--- config.mk ---
export PLATFORM = sky130hd
export DESIGN_NAME = q_measure
export DESIGN_NICKNAME = d
export VERILOG_FILES = /design/src/rtl/q_measure_pkg.sv /design/src/rtl/settle_timer.sv /design/src/rtl/q_measure.sv
export SDC_FILE = /design/constraint.sdc
export NUM_CORES = 1
export LEC_CHECK = 0
export CAP_MARGIN = 40
export CORE_MARGIN = 1.5
export CORE_UTILIZATION = 35
export CTS_CLUSTER_DIAMETER = 150
export DETAILED_ROUTE_END_ITERATION = 8
export PLACE_DENSITY_LB_ADDON = 0.15
export SYNTH_ARGS = -nofsm -noshare
export SYNTH_HDL_FRONTEND = slang
export SYNTH_SLANG_ARGS = --single-unit
--- constraint.sdc ---
create_clock -name clk -period 5.45 [get_ports clk]
set_input_delay 0.8175 -clock clk [delete_from_list [all_inputs] [get_ports clk]]
set_output_delay 0.8175 -clock clk [all_outputs]
set_load 0.1 [all_outputs]
--- src/rtl/q_measure_pkg.sv ---
// Shared control definitions for the current-measurement front-end and the
// bisection controller that consumes its result.
package q_measure_pkg;

  // Result/sample width shared with the bisection controller.
  localparam int Q_WIDTH = 10;

  typedef enum logic [1:0] {
    Q_IDLE   = 2'd0,
    Q_SETTLE = 2'd1,
    Q_ACCUM  = 2'd2,
    Q_DONE   = 2'd3
  } q_state_t;

endpackage

--- src/rtl/settle_timer.sv ---
// Loadable up/down counter with a terminal-count flag. Used to time the
// settling interval after a reference change; reusable by other stages.
module settle_timer #(
  parameter int CNT_W = 8
) (
  input  logic             clk,
  input  logic             rst,
  input  logic             load,
  input  logic [CNT_W-1:0] load_value,
  input  logic             en,
  input  logic             up,
  input  logic [CNT_W-1:0] terminal,
  output logic             done
);

  logic [CNT_W-1:0] count;

  // Counter register: load wins over counting.
  always_ff @(posedge clk) begin
    // NOTE: non-blocking assignments for every register so all flops update
    // together at the edge, independent of statement order.
    if (rst) begin
      count <= '0;
    end else if (load) begin
      count <= load_value;
    end else if (en) begin
      count <= up ? count + 1'b1 : count - 1'b1;
    end
  end

  assign done = (count == terminal);

endmodule

--- src/rtl/q_measure.sv ---
// Measurement front-end: waits a settling interval after each reference
// update, averages 2^LOG2_N ADC samples and presents the floored mean.
module q_measure
  import q_measure_pkg::*;
#(
  parameter int WIDTH         = Q_WIDTH,
  parameter int LOG2_N        = 4,
  parameter int SETTLE_CYCLES = 64
) (
  input  logic             clk,
  input  logic             rst,
  input  logic             start,
  input  logic             sample_valid,
  input  logic [WIDTH-1:0] sample,
  output logic [WIDTH-1:0] measured_q,
  output logic             ready,
  output logic             busy,
  output logic             overrange
);

  localparam int N     = 1 << LOG2_N;
  localparam int ACC_W = WIDTH + LOG2_N;   // N full-scale samples fit exactly
  localparam int CNT_W = LOG2_N + 1;
  localparam int SET_W = (SETTLE_CYCLES > 1) ? $clog2(SETTLE_CYCLES) : 1;

  localparam logic [SET_W-1:0] SETTLE_LAST =
    SET_W'((SETTLE_CYCLES > 0) ? SETTLE_CYCLES - 1 : 0);
  localparam logic [CNT_W-1:0] CNT_LAST = CNT_W'(N - 1);
  localparam logic [WIDTH-1:0] ALL_ONES = '1;
  // With no settling interval a start goes straight to accumulation.
  localparam q_state_t FIRST_STATE = (SETTLE_CYCLES > 0) ? Q_SETTLE : Q_ACCUM;

  q_state_t         state, next_state;
  logic [ACC_W-1:0] acc;
  logic [ACC_W-1:0] acc_sum;
  logic [CNT_W-1:0] cnt;
  logic             settle_done;
  logic             accept;
  logic             last;

  settle_timer #(
    .CNT_W (SET_W)
  ) u_settle_timer (
    .clk        (clk),
    .rst        (rst),
    .load       (start),
    .load_value ('0),
    .en         (state == Q_SETTLE),
    .up         (1'b1),
    .terminal   (SETTLE_LAST),
    .done       (settle_done)
  );

  assign acc_sum = acc + ACC_W'(sample);

  // State register.
  always_ff @(posedge clk) begin
    if (rst) state <= Q_IDLE;
    else     state <= next_state;
  end

  // Next-state logic; start restarts from any state.
  always_comb begin
    // NOTE: default assignment first so no path leaves next_state unassigned,
    // which would otherwise infer a latch.
    next_state = state;
    if (start) begin
      next_state = FIRST_STATE;
    end else begin
      case (state)
        Q_SETTLE: if (settle_done) next_state = Q_ACCUM;
        Q_ACCUM:  if (last)        next_state = Q_DONE;
        default:  next_state = state;
      endcase
    end
  end

  // Datapath strobes; a sample coinciding with start is never accepted.
  always_comb begin
    accept = 1'b0;
    last   = 1'b0;
    if (state == Q_ACCUM) begin
      accept = sample_valid && !start;
      last   = accept && (cnt == CNT_LAST);
    end
  end

  // Accumulator, counters and registered outputs.
  always_ff @(posedge clk) begin
    if (rst) begin
      acc        <= '0;
      cnt        <= '0;
      measured_q <= '0;
      ready      <= 1'b0;
      busy       <= 1'b0;
      overrange  <= 1'b0;
    end else begin
      ready <= (next_state == Q_DONE);
      busy  <= (next_state == Q_SETTLE) || (next_state == Q_ACCUM);
      if (start) begin
        acc       <= '0;
        cnt       <= '0;
        overrange <= 1'b0;
      end else if (accept) begin
        acc <= acc_sum;
        cnt <= cnt + 1'b1;
        if (sample == ALL_ONES) overrange <= 1'b1;
        if (last) measured_q <= WIDTH'(acc_sum >> LOG2_N);
      end
    end
  end

endmodule

==> impl_metrics.ini, run 1 <==
[floorplanning]
io_pins = 27
core_um2 = 6310
die_h_um = 83.5
initial_utilization_pct = 35.9
die_w_um = 83.5
die_area_um2 = 6970
row_count = 29

[critical_path]
reg2reg_from = state[0]$_SDFF_PP0_
worstSetupPathType = input port to register
critical_path.max_fanout = 21
critPathLaunch = sample_valid
worstPathCellList = clkdlybuf4s50_1, and2_1, nand3b_1, or3_1, mux2i_1, a31o_2
start_kind = input port
reg2reg_depth = 7
crit_required_ns = 5.70
cp_slowest_cell = and2_1
max_stage_delay_ns = 0.69
crit_arrival_ns = 3.35
cp-end-kind = register

[yosys]
synth_seq_area_share_pct = 35.3
syn_area_per_cell_um2 = 8.30
syn_nets = 305
netlist-cell-type-count = 44
ys_seq_elements = 40
syn-instance-count = 273
syn_area_um2 = 2270
ys.warnings.count = 0

[timing]
fin_skew_ns = 0.00581
fin_setup_tns_ns = 0
hold_viol = 0
fin_crit_ns = 3.10
slew_viol_final = 0
timing.fmax_ghz = 0.323
setup_violations = 0
rsz0062_at_grt = false
max_slew.worst_pin.slew_ns = 0.839
maxSlewHeadroom_pct = 44.0
period_share_pct = 56.9

[finish]
stdcell_area_um2 = 2890
layout.nets = 339
drive_above_1_share_pct = 9.42
diodes = 0
final_cell_count_no_fill = 385
synthToLayoutAreaGrowth_pct = 27.6

[detailed_routing]
num_vias = 2099
drc = 0
drt_iter0_drc = 129
ant_nets = 0
viasPerCell = 5.45
drt_first_pass_iters = 4
wl_per_cell_um = 14.0
drt_wl_total_um = 5410

[worst_hold_path]
hp-class = register to register
hold_depth = 2
min_from = measured_q[0]$_SDFFE_PP0P_

[power_and_ir_drop]
power_mw = 0.598
ir_drop_mv = 0.105
power_density_nw_per_um2 = 207
p_leak_nw = 1.07

[global_route]
grt_overflow_total = 0
grtUsageTotal_pct = 16.8
grt_max_degree = 22
grt_pass1_wl_um = 9430
antenna_found_initial = 0
first_global_vias = 1988

[placement]
gp_congestion = 0.801
placement.io_buffers = 26
post_dp_cell_area_um2 = 2780
hpwlAfterDp_um = 3860
place_inst = 377

[clock_network]
cts.sinks = 40
cts_inserted_buffers = 5
cts_hold_repair.buffers = 0
cts_tree = done
clock_path_buffers = 2
cts_setup_buffers = 0
cts.repair.resized = 0
clkTransAtPathRegs_ns = 0.09
root_buffer = clkbuf_8
clock_latency_ns = 0.30
cts_max_level = 2

[run]
maxCapViolCount = 0

[run_status]
outcome = finished clean
[critical path: cells and delay by family]
kind	cells	cell delay, ns
multiplexers	1	0.14
AO/OA/AOI/OAI	1	0.11
AND/OR/NAND/NOR	3	1.78
buffers and inverters	1	0.50
[cell usage in the layout (no fill, tap or decap), types with 5 or more instances in the layout]
master           count
inv_1                6
clkdlybuf4s50_1     26
and2_1               5
or3_1                9
a21o_1               7
o21ai_0             11
a21oi_1             18
xnor2_1              5
xor2_1               5
buf_8               13
nand3_1             21
clkbuf_8             5
dfxtp_1             40
nand4_1              9
nor2_1              22
ha_1                17
nand2_1             31
[per-stage QoR]
stage / utilization (%) / hold WS, ns / worst slack [ns]
CTS: 45.8 / 0.462 / 2.28
global route: 45.8 / 0.488 / 2.14
finish: 45.8 / 0.459 / 2.35
floorplan: - / 0.436 / 2.89
global placement: 40.9 / 0.449 / 2.06
detailed placement: 44.0 / 0.450 / 2.01
[where the power goes]
part	switching [mW]	internal, mW
combinational	0.0287	0.0196
sequential	0.000904	0.293
clock	0.117	0.138
[cell usage after synthesis, drive strengths merged]
master	instances	share of area [%]
a21o	7	2.3
o21ai	13	2.9
clkbuf	13	2.2
or4	1	0.33
nand2	31	5.1
a311o	2	0.88
xnor2	5	1.9
nand4	9	2.5
a31oi	4	1.1
nor3b	2	0.66
a2111o	1	0.50
ha	17	9.4
o21ba	1	0.44
a221o	2	0.88
nor4	1	0.28
o31ai	2	0.66
a21oi	18	4.0
o311ai	1	0.39
and2	5	1.4
and4	2	0.88
inv	6	0.99
a211oi	4	1.3
dfxtp	40	35
mux2i	4	1.8
fa	1	0.88
a21boi	1	0.33
a31o	2	0.77
nor2b	3	0.83
or3	9	2.5
or2	2	0.55
nand3	21	4.6
nand3b	2	0.66
nor3	4	0.88
xor2	5	1.9
o21a	1	0.33
a311oi	3	1.9
nor2	22	3.6
and3	3	0.83
o211ai	3	1.2
[flip-flops by register name, indices dropped and copies added (netlist names)]
signal                cells
cnt                       5
u_settle_timer.count      6
busy                      1
measured_q               10
ready                     1
acc                      14
state                     2
overrange                 1
[kinds of logic (layout without fill, tap and decap cells)]
logic type                 after synthesis  count (layout)  synth area share [%]
adders and majority gates               18              18                  10.3
and+or+nand+nor                        117             117                  25.7
buffers and inverters                   19              54                  3.15
xor gates and xnor gates                10              10                  3.87
AOI/OAI and AO/OA                       65              65                  19.9
DFF                                     40              40                  35.3
muxes                                    4               4                  1.77
[final timing paths]
| kind | slack (ns) | endpoint |
|---|---|---|
| max | 2.35 | measured_q[3]$_SDFFE_PP0P_ |
| min | 0.46 | measured_q[0]$_SDFFE_PP0P_ |
| max reg2reg | 2.76 | measured_q[3]$_SDFFE_PP0P_ |
| min reg2reg | 0.46 | measured_q[0]$_SDFFE_PP0P_ |
[routing by layer]
layer	track usage, %	routed length [um]	vias to the layer above
li1	-	-	1063
met1	21.9	2710	995
met2	28.1	2440	33
met3	3.26	190	8
met4	5.37	66	0
met5	0	0	-
[cell type report]
class / instances / area [um2]
Fill cell: 653 / 3420
Multi-Input combinational cell: 214 / 1390
Sequential cell: 40 / 801
Timing Repair Buffer: 40 / 463
Tap cell: 77 / 96.3
Clock buffer: 5 / 68.8
Clock inverter: 3 / 46.3
Inverter: 6 / 22.5
Note: power is estimated with default switching activity, not from simulation.
==> run 2, diff against run 1 <==
==> constraint.sdc (replaced) <==
create_clock -name clk -period 3.2 [get_ports clk]
set_input_delay 0.48 -clock clk [delete_from_list [all_inputs] [get_ports clk]]
set_output_delay 0.48 -clock clk [all_outputs]
set_load 0.1 [all_outputs]
==> run 2 against run 1 <==
Clock power rose by 80%. Non-clock buffer count rose by 3. Core utilization rose by 0.059 points. Clock-buffer cell count rose by 2. First-iteration DRC count fell by 48%. Total power rose by 75%. Global-route usage fell by 0.25 points. Via count fell by 2.6%. Combinational power rose by 71%. Register-to-register slack got worse by 1.8 ns. Cell area rose by 0.13%. Sequential power rose by 70%. Largest power group unchanged. Highest routed layer unchanged.
==> impl_metrics.ini, run 2 (synthesis results as in run 1) <==
[clock_network]
cts.repair.resized = 0
cts_tree = done
cts_max_level = 2
clkTransAtPathRegs_ns = 0.09
clock_latency_ns = 0.30
cts.sinks = 40
clock_path_buffers = 2
cts_hold_repair.buffers = 0
root_buffer = clkbuf_8
cts_setup_buffers = 0
cts_inserted_buffers = 5

[timing]
period_share_pct = 79.3
fin_skew_ns = 0.0129
timing.fmax_ghz = 0.394
setup_violations = 0
max_slew.worst_pin.slew_ns = 0.635
maxSlewHeadroom_pct = 57.4
fin_setup_tns_ns = 0
slew_viol_final = 0
rsz0062_at_grt = false
fin_crit_ns = 2.54
worst_slack_ns = 0.662
hold_viol = 0

[finish]
mostFrequentLayoutCells = dfxtp_1 (40), nand2_1 (31), clkdlybuf4s50_1 (23)
synthToLayoutAreaGrowth_pct = 27.8
drive_above_1_share_pct = 11.3
layout.nets = 342
largest_reg_flops = 14
final_cell_count_no_fill = 388
diodes = 0
reg_top3 = acc: 14 flops, measured_q: 10 flops, u_settle_timer.count: 6 flops
max_flop_register = acc
layout_commonest_cell = dfxtp_1

[worst_hold_path]
hold_depth = 2
hp-class = register to register
min_from = acc[4]$_SDFFE_PP0P_
min_to = acc[4]$_SDFFE_PP0P_

[detailed_routing]
num_vias = 2045
ant_nets = 0
drt_first_pass_iters = 4
viasPerCell = 5.27
drt_iter0_drc = 67
drc = 0
drt_wl_total_um = 5370
wl_per_cell_um = 13.8

[power_and_ir_drop]
switching_power_mw = 0.234
p_leak_nw = 1.09
pwr-share-clk_pct = 44.1
p_sw_share_pct = 22.4
pwr-share-comb_pct = 7.9
power_density_nw_per_um2 = 361
p_int_mw = 0.810
seq_power_share_pct = 48.0
ir_drop_mv = 0.232

[floorplanning]
core_um2 = 6310
die_area_um2 = 6970
row_count = 29
initial_utilization_pct = 35.9
io_pins = 27
die_w_um = 83.5
die_h_um = 83.5

[critical_path]
max_stage_delay_ns = 0.44
worstPathCellList = clkdlybuf4s50_1, ha_1, and4_4, a221o_1, a311oi_4, o21ai_1, a311oi_1
reg2reg_from = acc[7]$_SDFFE_PP0P_
crit_arrival_ns = 2.75
reg2reg_depth = 6
cp-end-kind = register
start_kind = input port
ff2ff_setup_slack_ns = 0.99
critical_path.max_fanout = 8
cp_slowest_cell = clkdlybuf4s50_1
worstSetupPathType = input port to register
crit_required_ns = 3.41
r2r_end = measured_q[7]$_SDFFE_PP0P_

[global_route]
grtUsageTotal_pct = 16.6
grt_max_degree = 22
first_global_vias = 1897
antenna_found_initial = 0
grt_pass1_wl_um = 9360
grt_overflow_total = 0

[run_status]
outcome = finished clean

[placement]
pre_cts_ws_ns = 0.357
place_inst = 380
hpwlAfterDp_um = 4000
gp_congestion = 0.814
placement.io_buffers = 26

[run]
maxCapViolCount = 0
## run 2: changes by cell type in the layout (fill, tap and decap cells not counted)
| cell | change |
|---|---|
| buf_4 | +9 |
| clkbuf_8 | +2 |
| inv_6 | -1 |
| buf_8 | -3 |
| clkinvlp_4 | -1 |
| clkdlybuf4s50_1 | -3 |
## run 2: cell type report
type / instances / area (um2)
Fill cell: 642 / 3420
Multi-Input combinational cell: 214 / 1390
Sequential cell: 40 / 801
Timing Repair Buffer: 43 / 455
Clock buffer: 7 / 96.3
Tap cell: 77 / 96.3
Clock inverter: 1 / 30.0
Inverter: 6 / 22.5
## run 2: worst max-delay path by stage
stage              start                    endpoint  slack [ns]  depth (start not counted)
2_1_floorplan  sample[7]  measured_q[7]$_SDFFE_PP0P_        0.98                          6
3_3_place_gp   sample[5]  measured_q[7]$_SDFFE_PP0P_        0.37                          7
3_5_place_dp   sample[7]  measured_q[7]$_SDFFE_PP0P_        0.36                          7
4_1_cts        sample[7]  measured_q[7]$_SDFFE_PP0P_        0.67                          7
5_1_grt        sample[5]  measured_q[7]$_SDFFE_PP0P_        0.56                          7
6_report       sample[7]  measured_q[7]$_SDFFE_PP0P_        0.66                          7
## run 2: power by group through the flow
stage                     logic, mW  clock network, mW  registers [mW]
after CTS                    0.0831              0.472           0.501
final                        0.0825              0.460           0.501
after global placement       0.0798                  0           0.513
after detailed placement     0.0825                  0           0.513
after floorplan              0.0398                  0           0.520
after global routing         0.0910              0.496           0.502
## run 2: critical path, delay by kind of cell
kind	cells	cell delay (ns)
compound gates	4	1.16
simple gates	1	0.26
fa+ha+maj	1	0.41
buf+inv	1	0.44
## run 2: per-stage QoR
step	hold WS [ns]	utilization (%)	cell area, um2	power [mW]
detailed placement	0.453	43.9	2770	0.596
global route	0.485	45.9	2900	1.09
finish	0.465	45.9	2900	1.04
global placement	0.444	41.5	2620	0.593
floorplan	0.436	-	2270	0.559
CTS	0.466	45.9	2900	1.06
## run 2: per-layer routing
metal	vias to the layer above	part of all wire [%]	global-route usage, %
met5	-	0	0
met4	0	1.5	5.37
met3	7	2.8	3.07
met2	32	43	25.6
met1	942	53	23.3
li1	1064	-	-
==> run 3, diff against run 2 <==
==> constraint.sdc (replaced) <==
create_clock -name clk -period 2.5 [get_ports clk]
set_input_delay 0.375 -clock clk [delete_from_list [all_inputs] [get_ports clk]]
set_output_delay 0.375 -clock clk [all_outputs]
set_load 0.1 [all_outputs]
==> run 3 against run 2 <==
Sequential power up 28%. Clock skew down 0.0033 ns. Largest power group unchanged. Critical endpoint is now measured_q[4]$_SDFFE_PP0P_. Core utilization up 0.63 points.
==> impl_metrics.ini, run 3 (synthesis results as in run 1) <==
[run_status]
outcome = finished clean

[detailed_routing]
viasPerCell = 5.21
num_vias = 2110
drt_wl_total_um = 5760
ant_nets = 0
drc = 0
drt_iter0_drc = 88
drt_first_pass_iters = 4
wl_per_cell_um = 14.2

[global_route]
antenna_found_initial = 0
grtUsageTotal_pct = 18.0
first_global_vias = 2050
grt_max_degree = 21
grt_pass1_wl_um = 10100
grt_overflow_total = 0
grt_busiest_layer = met2
gr-usage-met1_pct = 25.0
grtUsageMet3_pct = 3.26
grtUsageMet2_pct = 28.4

[power_and_ir_drop]
ir_drop_mv = 0.336
switching_power_mw = 0.308
p_int_mw = 1.05
seq_power_share_pct = 47.4
p_sw_share_pct = 22.8
pwr-share-comb_pct = 8.6
pwr-share-clk_pct = 44.0
power_density_nw_per_um2 = 461
p_leak_nw = 1.18

[timing]
fin_crit_ns = 2.34
timing.fmax_ghz = 0.428
rsz0062_at_grt = false
period_share_pct = 93.4
slew_viol_final = 0
max_slew.worst_pin.slew_ns = 0.428
hold_viol = 0
fin_setup_tns_ns = 0
fin_skew_ns = 0.00965
maxSlewHeadroom_pct = 71.4
setup_violations = 0

[critical_path]
cp-end-kind = register
crit_required_ns = 2.71
cp_top_family = compound AO/OA/AOI/OAI gates
start_kind = input port
critical_path.max_fanout = 3
crit_arrival_ns = 2.55
max_stage_delay_ns = 0.43
worstSetupPathType = input port to register
cp_slowest_cell = clkdlybuf4s50_1
worstPathCellList = clkdlybuf4s50_1, ha_1, fa_1, a21o_1, and4_1, o211ai_2, o311ai_1, buf_4, o31ai_1
critical_path_buf_inv_count = 2

[finish]
fin_util_pct = 46.5
drive_above_1_share_pct = 18.9
num-fill-cells = 676
largest_reg_flops = 14
layout_commonest_cell = buf_4
synthToLayoutAreaGrowth_pct = 29.5
max_flop_register = acc
mostFrequentLayoutCells = buf_4 (46), dfxtp_1 (40), nand2_1 (31)
diodes = 0
reg_top3 = acc: 14 flops, measured_q: 10 flops, u_settle_timer.count: 6 flops
layout.nets = 359

[clock_network]
cts_setup_buffers = 0
root_buffer = clkbuf_8
cts.repair.resized = 0
clkTransAtPathRegs_ns = 0.08
clock_latency_ns = 0.30
clock_path_buffers = 2
cts_inserted_buffers = 5
cts_tree = done
cts_max_level = 2
cts.sinks = 40
cts_hold_repair.buffers = 0

[run]
maxCapViolCount = 0

[floorplanning]
row_count = 29
initial_utilization_pct = 35.9
io_pins = 27
core_um2 = 6310
die_h_um = 83.5
die_area_um2 = 6970
die_w_um = 83.5

[worst_hold_path]
hp-class = register to register

[placement]
gp_congestion = 0.821
placement.io_buffers = 26
hpwlAfterDp_um = 4240
-- run 3: power groups by stage --
stage	clock, mW	combinational (mW)	sequential [mW]
3_3_place_gp	0	0.116	0.657
5_1_grt	0.645	0.128	0.642
6_report	0.595	0.117	0.642
2_1_floorplan	0	0.0509	0.665
4_1_cts	0.613	0.118	0.642
3_5_place_dp	0	0.116	0.657
-- run 3: worst paths after layout --
kind                               from                         end  slack, ns  depth (start not counted)
min reg2reg  measured_q[2]$_SDFFE_PP0P_  measured_q[2]$_SDFFE_PP0P_       0.46                          2
min          measured_q[2]$_SDFFE_PP0P_  measured_q[2]$_SDFFE_PP0P_       0.46                          2
max reg2reg         acc[0]$_SDFFE_PP0P_  measured_q[4]$_SDFFE_PP0P_       0.40                          8
max                           sample[0]  measured_q[4]$_SDFFE_PP0P_       0.16                          9
-- run 3: final cells by class --
cell class | count | area, um2 | area share, %
inverters | 6 | 22.5 | 0.767
clock buffers | 7 | 96.3 | 3.28
multi-input cells | 214 | 1390 | 47.5
repair buffers | 60 | 495 | 16.9
clock inverters | 1 | 30.0 | 1.02
well taps | 77 | 96.3 | 3.28
flip-flops and latches | 40 | 801 | 27.3
-- run 3: worst min-delay path, cell delays in order, from the launching register on --
cell and delay, ns:
dfxtp_1 0.31, nand2_1 0.05, a21oi_1 0.05
-- run 3: through the flow --
stage	power, mW	worst slack, ns	area [um2]	instances	hold WS, ns
after floorplan	0.716	0.387	2270	273	0.436
after global placement	0.773	-0.108	2810	397	0.445
after detailed placement	0.773	-0.132	2810	397	0.448
after CTS	1.37	0.171	2940	405	0.460
after global routing	1.42	0.0279	2940	405	0.487
final	1.35	0.165	2940	405	0.458
-- run 3: metal layers --
layer,routed length (um),share of wire (%),up-vias
met5,0,0,-
met4,55,0.96,0
met3,230,4.0,5
met2,2630,46,41
met1,2840,49,964
li1,-,-,1100
